[src/rtl/cic_comp_pkg.sv]
// cic_comp_pkg: shared definitions for the CIC compensation FIR.
//   state_e    : FSM state encoding (IDLE / MAC / OUT)
//   COEF       : default 15-tap symmetric Q1.15 compensation set for an N=3 CIC
//   acc_width(): accumulator width for a given input / coefficient width and tap count
package cic_comp_pkg;

  typedef enum logic [1:0] {
    ST_IDLE = 2'd0,
    ST_MAC  = 2'd1,
    ST_OUT  = 2'd2
  } state_e;

  localparam int unsigned COEF_TAPS = 15;
  localparam int unsigned COEF_BITS = 16;

  // Symmetric around index 7; the folded build relies on COEF[k] == COEF[TAPS-1-k].
  localparam logic signed [COEF_BITS-1:0] COEF [COEF_TAPS] = '{
    -16'sd71,   16'sd153,  -16'sd301,   16'sd605,  -16'sd1203,  16'sd2507,
    -16'sd6001, 16'sd29999,
    -16'sd6001, 16'sd2507, -16'sd1203,  16'sd605,  -16'sd301,   16'sd153,
    -16'sd71
  };

  function automatic int unsigned acc_width(input int unsigned bin,
                                            input int unsigned coef_w,
                                            input int unsigned taps);
    return bin + coef_w + $clog2(taps) + 1;
  endfunction

endpackage

[src/rtl/cic_comp_mac.sv]
// cic_comp_mac: multiply-accumulate datapath for cic_comp_fir.
// Optional feature macro: CIC_COMP_SYM_EN (adds a pre-adder so one multiply
// serves a mirrored tap pair).
// Ports:
//   clk, rst_n      : clock, asynchronous active-low reset
//   clr_i           : clear accumulator (takes priority over en_i)
//   en_i            : accumulate coef_i * sample this cycle
//   xb_i, fold_i    : (CIC_COMP_SYM_EN only) mirrored sample and pre-add enable
//   xa_i            : primary sample
//   coef_i          : signed coefficient
//   acc_o           : signed accumulator
module cic_comp_mac
  import cic_comp_pkg::*;
#(
  parameter int unsigned BIN    = 24,
  parameter int unsigned COEF_W = 16,
  parameter int unsigned ACC_W  = 45
) (
  input  logic                     clk,
  input  logic                     rst_n,
  input  logic                     clr_i,
  input  logic                     en_i,
`ifdef CIC_COMP_SYM_EN
  input  logic signed [BIN-1:0]    xb_i,
  input  logic                     fold_i,
`endif
  input  logic signed [BIN-1:0]    xa_i,
  input  logic signed [COEF_W-1:0] coef_i,
  output logic signed [ACC_W-1:0]  acc_o
);

`ifdef CIC_COMP_SYM_EN
  localparam int unsigned PRE_W = BIN + 1;
`else
  localparam int unsigned PRE_W = BIN;
`endif
  localparam int unsigned PW = PRE_W + COEF_W;

  logic signed [PRE_W-1:0] pre;
  logic signed [PW-1:0]    prod;
  logic signed [ACC_W-1:0] acc_q;

  always_comb begin
`ifdef CIC_COMP_SYM_EN
    pre = fold_i ? (PRE_W'(xa_i) + PRE_W'(xb_i)) : PRE_W'(xa_i);
`else
    pre = xa_i;
`endif
    prod = PW'(pre) * PW'(coef_i);
  end

  always_ff @(posedge clk or negedge rst_n) begin
    if (!rst_n) begin
      acc_q <= '0;
    end else if (clr_i) begin
      acc_q <= '0;
    end else if (en_i) begin
      acc_q <= acc_q + ACC_W'(prod);
    end
  end

  assign acc_o = acc_q;

endmodule

[src/rtl/cic_comp_fir.sv]
// cic_comp_fir: serial-MAC CIC droop compensation FIR with round-half-up and
// saturation to BOUT bits. One sample is accepted per K+2 clocks at most.
// Optional feature macro: CIC_COMP_SYM_EN (symmetric fold, K=(TAPS+1)/2;
// otherwise direct form, K=TAPS). dout is bit-identical in both builds.
// Ports:
//   clk, rst_n  : clock, asynchronous active-low reset
//   din         : signed input sample (BIN bits), qualified by din_valid
//   din_ready   : advisory, high while idle
//   dout        : signed filtered sample (BOUT bits)
//   dout_valid  : one-cycle pulse with dout
//   dout_sat    : dout was clipped (with dout_valid)
//   ovf         : sticky, a sample arrived while busy and was dropped
module cic_comp_fir
  import cic_comp_pkg::*;
#(
  parameter int unsigned BIN    = 24,
  parameter int unsigned COEF_W = 16,
  parameter int unsigned TAPS   = 15,
  parameter int unsigned SHIFT  = 15,
  parameter int unsigned BOUT   = 18
) (
  input  logic                   clk,
  input  logic                   rst_n,
  input  logic signed [BIN-1:0]  din,
  input  logic                   din_valid,
  output logic                   din_ready,
  output logic signed [BOUT-1:0] dout,
  output logic                   dout_valid,
  output logic                   dout_sat,
  output logic                   ovf
);

  localparam int unsigned PTR_W = $clog2(TAPS);
  localparam int unsigned ACC_W = acc_width(BIN, COEF_W, TAPS);
`ifdef CIC_COMP_SYM_EN
  localparam int unsigned K = (TAPS + 1) / 2;
`else
  localparam int unsigned K = TAPS;
`endif
  localparam logic [PTR_W-1:0] K_LAST = PTR_W'(K - 1);
  localparam logic [PTR_W-1:0] T_LAST = PTR_W'(TAPS - 1);
  localparam logic [PTR_W-1:0] T_CNT  = PTR_W'(TAPS);

  localparam logic signed [ACC_W-1:0] RND_HALF = ACC_W'(1) << (SHIFT - 1);
  localparam logic signed [ACC_W-1:0] OUT_MAX  = ACC_W'((64'sd1 <<< (BOUT - 1)) - 64'sd1);
  localparam logic signed [ACC_W-1:0] OUT_MIN  = -OUT_MAX - ACC_W'(1);

  state_e                  state_q, state_d;
  logic [PTR_W-1:0]        wptr_q, wptr_d;
  logic [PTR_W-1:0]        k_q, k_d;
  logic signed [BIN-1:0]   smp_q [TAPS];
  logic                    wr_en, mac_clr, mac_en;
  logic signed [ACC_W-1:0] acc;
  logic signed [ACC_W-1:0] rnd;
  logic                    clip_hi, clip_lo;
  logic signed [BOUT-1:0]  dout_q, dout_d;
  logic                    valid_q, valid_d, sat_q, sat_d, ovf_q, ovf_d;
  logic [PTR_W-1:0]        ra_idx;

  // (a - b) mod TAPS for a, b in [0, TAPS-1].
  function automatic logic [PTR_W-1:0] ring_sub(input logic [PTR_W-1:0] a,
                                                input logic [PTR_W-1:0] b);
    if (a >= b) return a - b;
    return a + T_CNT - b;
  endfunction

  assign ra_idx = ring_sub(wptr_q, k_q);

`ifdef CIC_COMP_SYM_EN
  logic [PTR_W-1:0] rb_idx;
  logic             fold;
  assign rb_idx = ring_sub(wptr_q, T_LAST - k_q);
  // Last MAC step is the centre tap, which has no mirror partner.
  assign fold   = (k_q != K_LAST);
`endif

  cic_comp_mac #(
    .BIN    (BIN),
    .COEF_W (COEF_W),
    .ACC_W  (ACC_W)
  ) u_mac (
    .clk    (clk),
    .rst_n  (rst_n),
    .clr_i  (mac_clr),
    .en_i   (mac_en),
`ifdef CIC_COMP_SYM_EN
    .xb_i   (smp_q[rb_idx]),
    .fold_i (fold),
`endif
    .xa_i   (smp_q[ra_idx]),
    .coef_i (COEF[k_q]),
    .acc_o  (acc)
  );

  always_comb begin
    state_d = state_q;
    k_d     = k_q;
    wptr_d  = wptr_q;
    wr_en   = 1'b0;
    mac_clr = 1'b0;
    mac_en  = 1'b0;
    dout_d  = dout_q;
    valid_d = 1'b0;
    sat_d   = 1'b0;
    ovf_d   = ovf_q | (din_valid & (state_q != ST_IDLE));
    rnd     = (acc + RND_HALF) >>> SHIFT;
    clip_hi = (rnd > OUT_MAX);
    clip_lo = (rnd < OUT_MIN);
    unique case (state_q)
      ST_IDLE: begin
        if (din_valid) begin
          wr_en   = 1'b1;
          mac_clr = 1'b1;
          k_d     = '0;
          state_d = ST_MAC;
        end
      end
      ST_MAC: begin
        mac_en = 1'b1;
        if (k_q == K_LAST) state_d = ST_OUT;
        else               k_d     = k_q + 1'b1;
      end
      ST_OUT: begin
        dout_d  = clip_hi ? BOUT'(OUT_MAX) : (clip_lo ? BOUT'(OUT_MIN) : BOUT'(rnd));
        valid_d = 1'b1;
        sat_d   = clip_hi | clip_lo;
        wptr_d  = (wptr_q == T_LAST) ? '0 : wptr_q + 1'b1;
        state_d = ST_IDLE;
      end
      default: state_d = ST_IDLE;
    endcase
  end

  always_ff @(posedge clk or negedge rst_n) begin
    if (!rst_n) begin
      for (int unsigned i = 0; i < TAPS; i++) smp_q[i] <= '0;
    end else if (wr_en) begin
      smp_q[wptr_q] <= din;
    end
  end

  always_ff @(posedge clk or negedge rst_n) begin
    if (!rst_n) begin
      state_q <= ST_IDLE;
      wptr_q  <= '0;
      k_q     <= '0;
      dout_q  <= '0;
      valid_q <= 1'b0;
      sat_q   <= 1'b0;
      ovf_q   <= 1'b0;
    end else begin
      state_q <= state_d;
      wptr_q  <= wptr_d;
      k_q     <= k_d;
      dout_q  <= dout_d;
      valid_q <= valid_d;
      sat_q   <= sat_d;
      ovf_q   <= ovf_d;
    end
  end

  assign din_ready  = (state_q == ST_IDLE);
  assign dout       = dout_q;
  assign dout_valid = valid_q;
  assign dout_sat   = sat_q;
  assign ovf        = ovf_q;

endmodule
[config.mk]
export PLATFORM = sky130hd
export DESIGN_NAME = cic_comp_fir
export DESIGN_NICKNAME = d
export VERILOG_FILES = /design/src/rtl/cic_comp_pkg.sv /design/src/rtl/cic_comp_mac.sv /design/src/rtl/cic_comp_fir.sv
export SDC_FILE = /design/constraint.sdc
export NUM_CORES = 2
export LEC_CHECK = 0
export CAP_MARGIN = 30
export CORE_UTILIZATION = 45
export CTS_BUF_LIST = sky130_fd_sc_hd__clkbuf_4 sky130_fd_sc_hd__clkbuf_8
export DETAILED_ROUTE_END_ITERATION = 7
export PLACE_DENSITY = 0.66
export SYNTH_ARGS = -nofsm -noshare
export SYNTH_HDL_FRONTEND = slang
export SYNTH_SLANG_ARGS = --single-unit
[constraint.sdc]
create_clock -name clk -period 24.8 [get_ports clk]
set_clock_uncertainty 0.05 [all_clocks]
set_input_delay 4.96 -clock clk [delete_from_list [all_inputs] [get_ports clk]]
set_output_delay 4.96 -clock clk [all_outputs]
set_load 0.05 [all_outputs]
==> results_dict.tcl <==
set metrics [dict create \
    status "finished clean" \
    crit_type "register to register" \
    slowest_delay_ns 0.82 \
    synthArstFlopShare 1.000 \
    root_buffer "clkbuf_8" \
    grt_use_met2 0.3664 \
    final.setup.tns_ns 0 \
    cp.required_ns 25.32 \
    final_cell_mix "498 x inv_1, 436 x dfrtp_1, 428 x fa_1" \
    routed_wl_mm 90.11 \
    setup.worst_path.start_class "register" \
    grt_usage 0.2259 \
    tritoncts "done" \
    routabilityCongestion 0.8740 \
    cts_hold_buffers 0 \
    cts.sinks 436 \
    layout.cells.non_filler 4521 \
    ctsResizeCount 0 \
    drtIter0Drc 1721 \
    detail_route.vias_per_cell 5.449 \
    die_area_um2 83430 \
    grt_max_degree 186 \
    clkTransAtPathRegs_ns 0.06 \
    antenna_found_initial 4 \
    num_vias 24630 \
    top_usage_layer "met2" \
    cp_common_cell "fa_1" \
    hp-class "register to register" \
    rows 104 \
    io_pins 49 \
    first_pass_iters 5 \
    ys.flop_type "dfrtp_1" \
    max_slew_margin 0.3108 \
    cts_setup_buffers 0 \
    ys_ff_latch 436 \
    drive_gt1_frac 0.2018 \
    port_buffers 48 \
    hpwl_mm 64.87 \
    yosysWarnings 0 \
    mostFrequentLayoutCell "inv_1" \
    yosysUniqueCellTypes 90 \
    route.detailed.drc 0 \
    die_height_um 288.9 \
    rsz0062_at_grt "no" \
    drv_cap 0 \
    clk_latency_ns 0.74 \
    crit_path_end_kind "register" \
    grt_pass1_vias 26410 \
    cp.arrival_ns 11.84 \
    syn_nets 4009 \
    synth.cell_area_um2 37030 \
    syn_inst 3411 \
    post_synth.cell_area_avg_um2 10.86 \
    grt_pass1_wl_mm 147.9 \
    hold_viol 0 \
    critPathSlowestCell "mux2i_2" \
    worst_slew_pin_slew_ns 1.014 \
    antenna_left 0 \
    ys_seq_area_frac 0.2947 \
    slew_viol_final 0 \
    clk_path_buf_depth 3 \
    core_area_um2 80940 \
    setup_violations 0 \
    finalCritPeriodShare 0.4564 \
    numCtsBuffers 78 \
    wire_per_inst_um 19.93 \
    grt_util_met3 0.03850 \
    initial_utilization 0.4575 \
    met1_usage 0.3116 \
    fin_nets 3998 \
    cp_max_fo 36 \
    min_period_ns 11.32 \
    dp.cells 4380 \
    fmax_ghz 0.08835 \
    grt-ovfl-total 0 \
    syn2layout_area_growth_pct 9.096 \
    synth_edf_count 0 \
    die_w_um 288.9 \
    cts_htree_levels 3 \
]
## cells by family after synthesis
logic type | Yosys count | synth area share
and+or+nand+nor | 687 | 0.08911
adders and majority gates | 577 | 0.2814
AOI/OAI and AO/OA | 428 | 0.07265
DFF | 436 | 0.2947
xor gates and xnor gates | 88 | 0.02173
buffers and inverters | 710 | 0.07890
muxes | 485 | 0.1616
## sequential cells by signal (all words and copies together), names as in the netlist
| register | cells |
|---|---|
| dout | 18 |
| state_q | 2 |
| smp_q | 360 |
| k_q | 4 |
| dout_valid | 1 |
| dout_sat | 1 |
| ovf | 1 |
| wptr_q | 4 |
| u_mac.acc_o | 45 |
## worst paths after layout
path / slack, ns / start / endpoint / cells past startpoint
max: 13.48 / k_q[3]$_DFFE_PN0P_ / u_mac.acc_o[42]$_DFFE_PN0P_ / 31
min in group asynchronous: 4.12 / rst_n / u_mac.acc_o[4]$_DFFE_PN0P_ / 1
min reg2reg: 0.41 / ovf$_DFF_PN0_ / ovf$_DFF_PN0_ / 1
max reg2reg: 13.48 / k_q[3]$_DFFE_PN0P_ / u_mac.acc_o[42]$_DFFE_PN0P_ / 31
max in group asynchronous: 18.34 / rst_n / smp_q[113]$_DFFE_PN0P_ / 3
min: 0.41 / ovf$_DFF_PN0_ / ovf$_DFF_PN0_ / 1
## cell usage after synthesis, types with 9 or more instances
| cell type | instances | area share |
|---|---|---|
| nor2b_1 | 45 | 0.0076 |
| nor3_1 | 15 | 0.0020 |
| clkbuf_1 | 142 | 0.014 |
| buf_4 | 25 | 0.0051 |
| buf_2 | 22 | 0.0030 |
| o21ai_0 | 107 | 0.014 |
| fa_1 | 428 | 0.23 |
| xor2_1 | 27 | 0.0064 |
| a21oi_1 | 170 | 0.023 |
| mux2i_2 | 16 | 0.0059 |
| and2_1 | 71 | 0.012 |
| nand4_1 | 16 | 0.0027 |
| a31oi_1 | 9 | 0.0015 |
| buf_6 | 11 | 0.0033 |
| o21bai_1 | 11 | 0.0022 |
| mux4_2 | 46 | 0.028 |
| nand2b_1 | 14 | 0.0024 |
| ha_1 | 143 | 0.048 |
| o211ai_1 | 20 | 0.0041 |
| inv_1 | 498 | 0.050 |
| dfrtp_1 | 436 | 0.29 |
| nor4_1 | 27 | 0.0046 |
| nor2_1 | 104 | 0.011 |
| nand3_1 | 55 | 0.0074 |
| a21boi_0 | 9 | 0.0018 |
| a21o_1 | 25 | 0.0051 |
| and3_1 | 19 | 0.0032 |
| mux2_2 | 363 | 0.11 |
| nand2_1 | 282 | 0.029 |
| xnor2_1 | 58 | 0.014 |
| mux2i_1 | 57 | 0.015 |
## critical path: cells and delay by family, from the launching register on
family	cells	cell delay [ns]
flip-flops	1	0.76
buffers and inverters	6	1.64
AND/OR/NAND/NOR	4	0.67
XOR/XNOR	1	0.14
AO/OA/AOI/OAI	9	2.68
adder cells (fa/ha/maj)	8	3.97
multiplexers	3	1.26
## routing by layer
metal | routed length, um | part of all wire
met5 | 25 | 0.00028
met4 | 2422 | 0.027
met3 | 4797 | 0.053
met2 | 42460 | 0.47
met1 | 40400 | 0.45
## stage by stage
step	setup WS, ns	area (um^2)	utilization	hold WS (ns)
2_1_floorplan	15.79	37030	-	0.4063
3_3_place_gp	13.81	38380	0.4742	0.3993
3_5_place_dp	13.59	38640	0.4774	0.4097
4_1_cts	13.58	40390	0.4990	0.4244
5_1_grt	12.93	40400	0.4991	0.4431
6_report	13.48	40400	0.4991	0.4144
## cell type report
cell class	instances	area, um^2
sequential	436	10910
inverter	502	1884
fill	7262	40540
timing repair buffer	117	1171
clock inverter	16	205.2
multi-input combinational	2265	23340
antenna	2	5.005
clock buffer	123	1549
tap	1060	1326
Power is not shown: default switching activity piles up to over one toggle a cycle in this logic, so the estimate is an artifact.
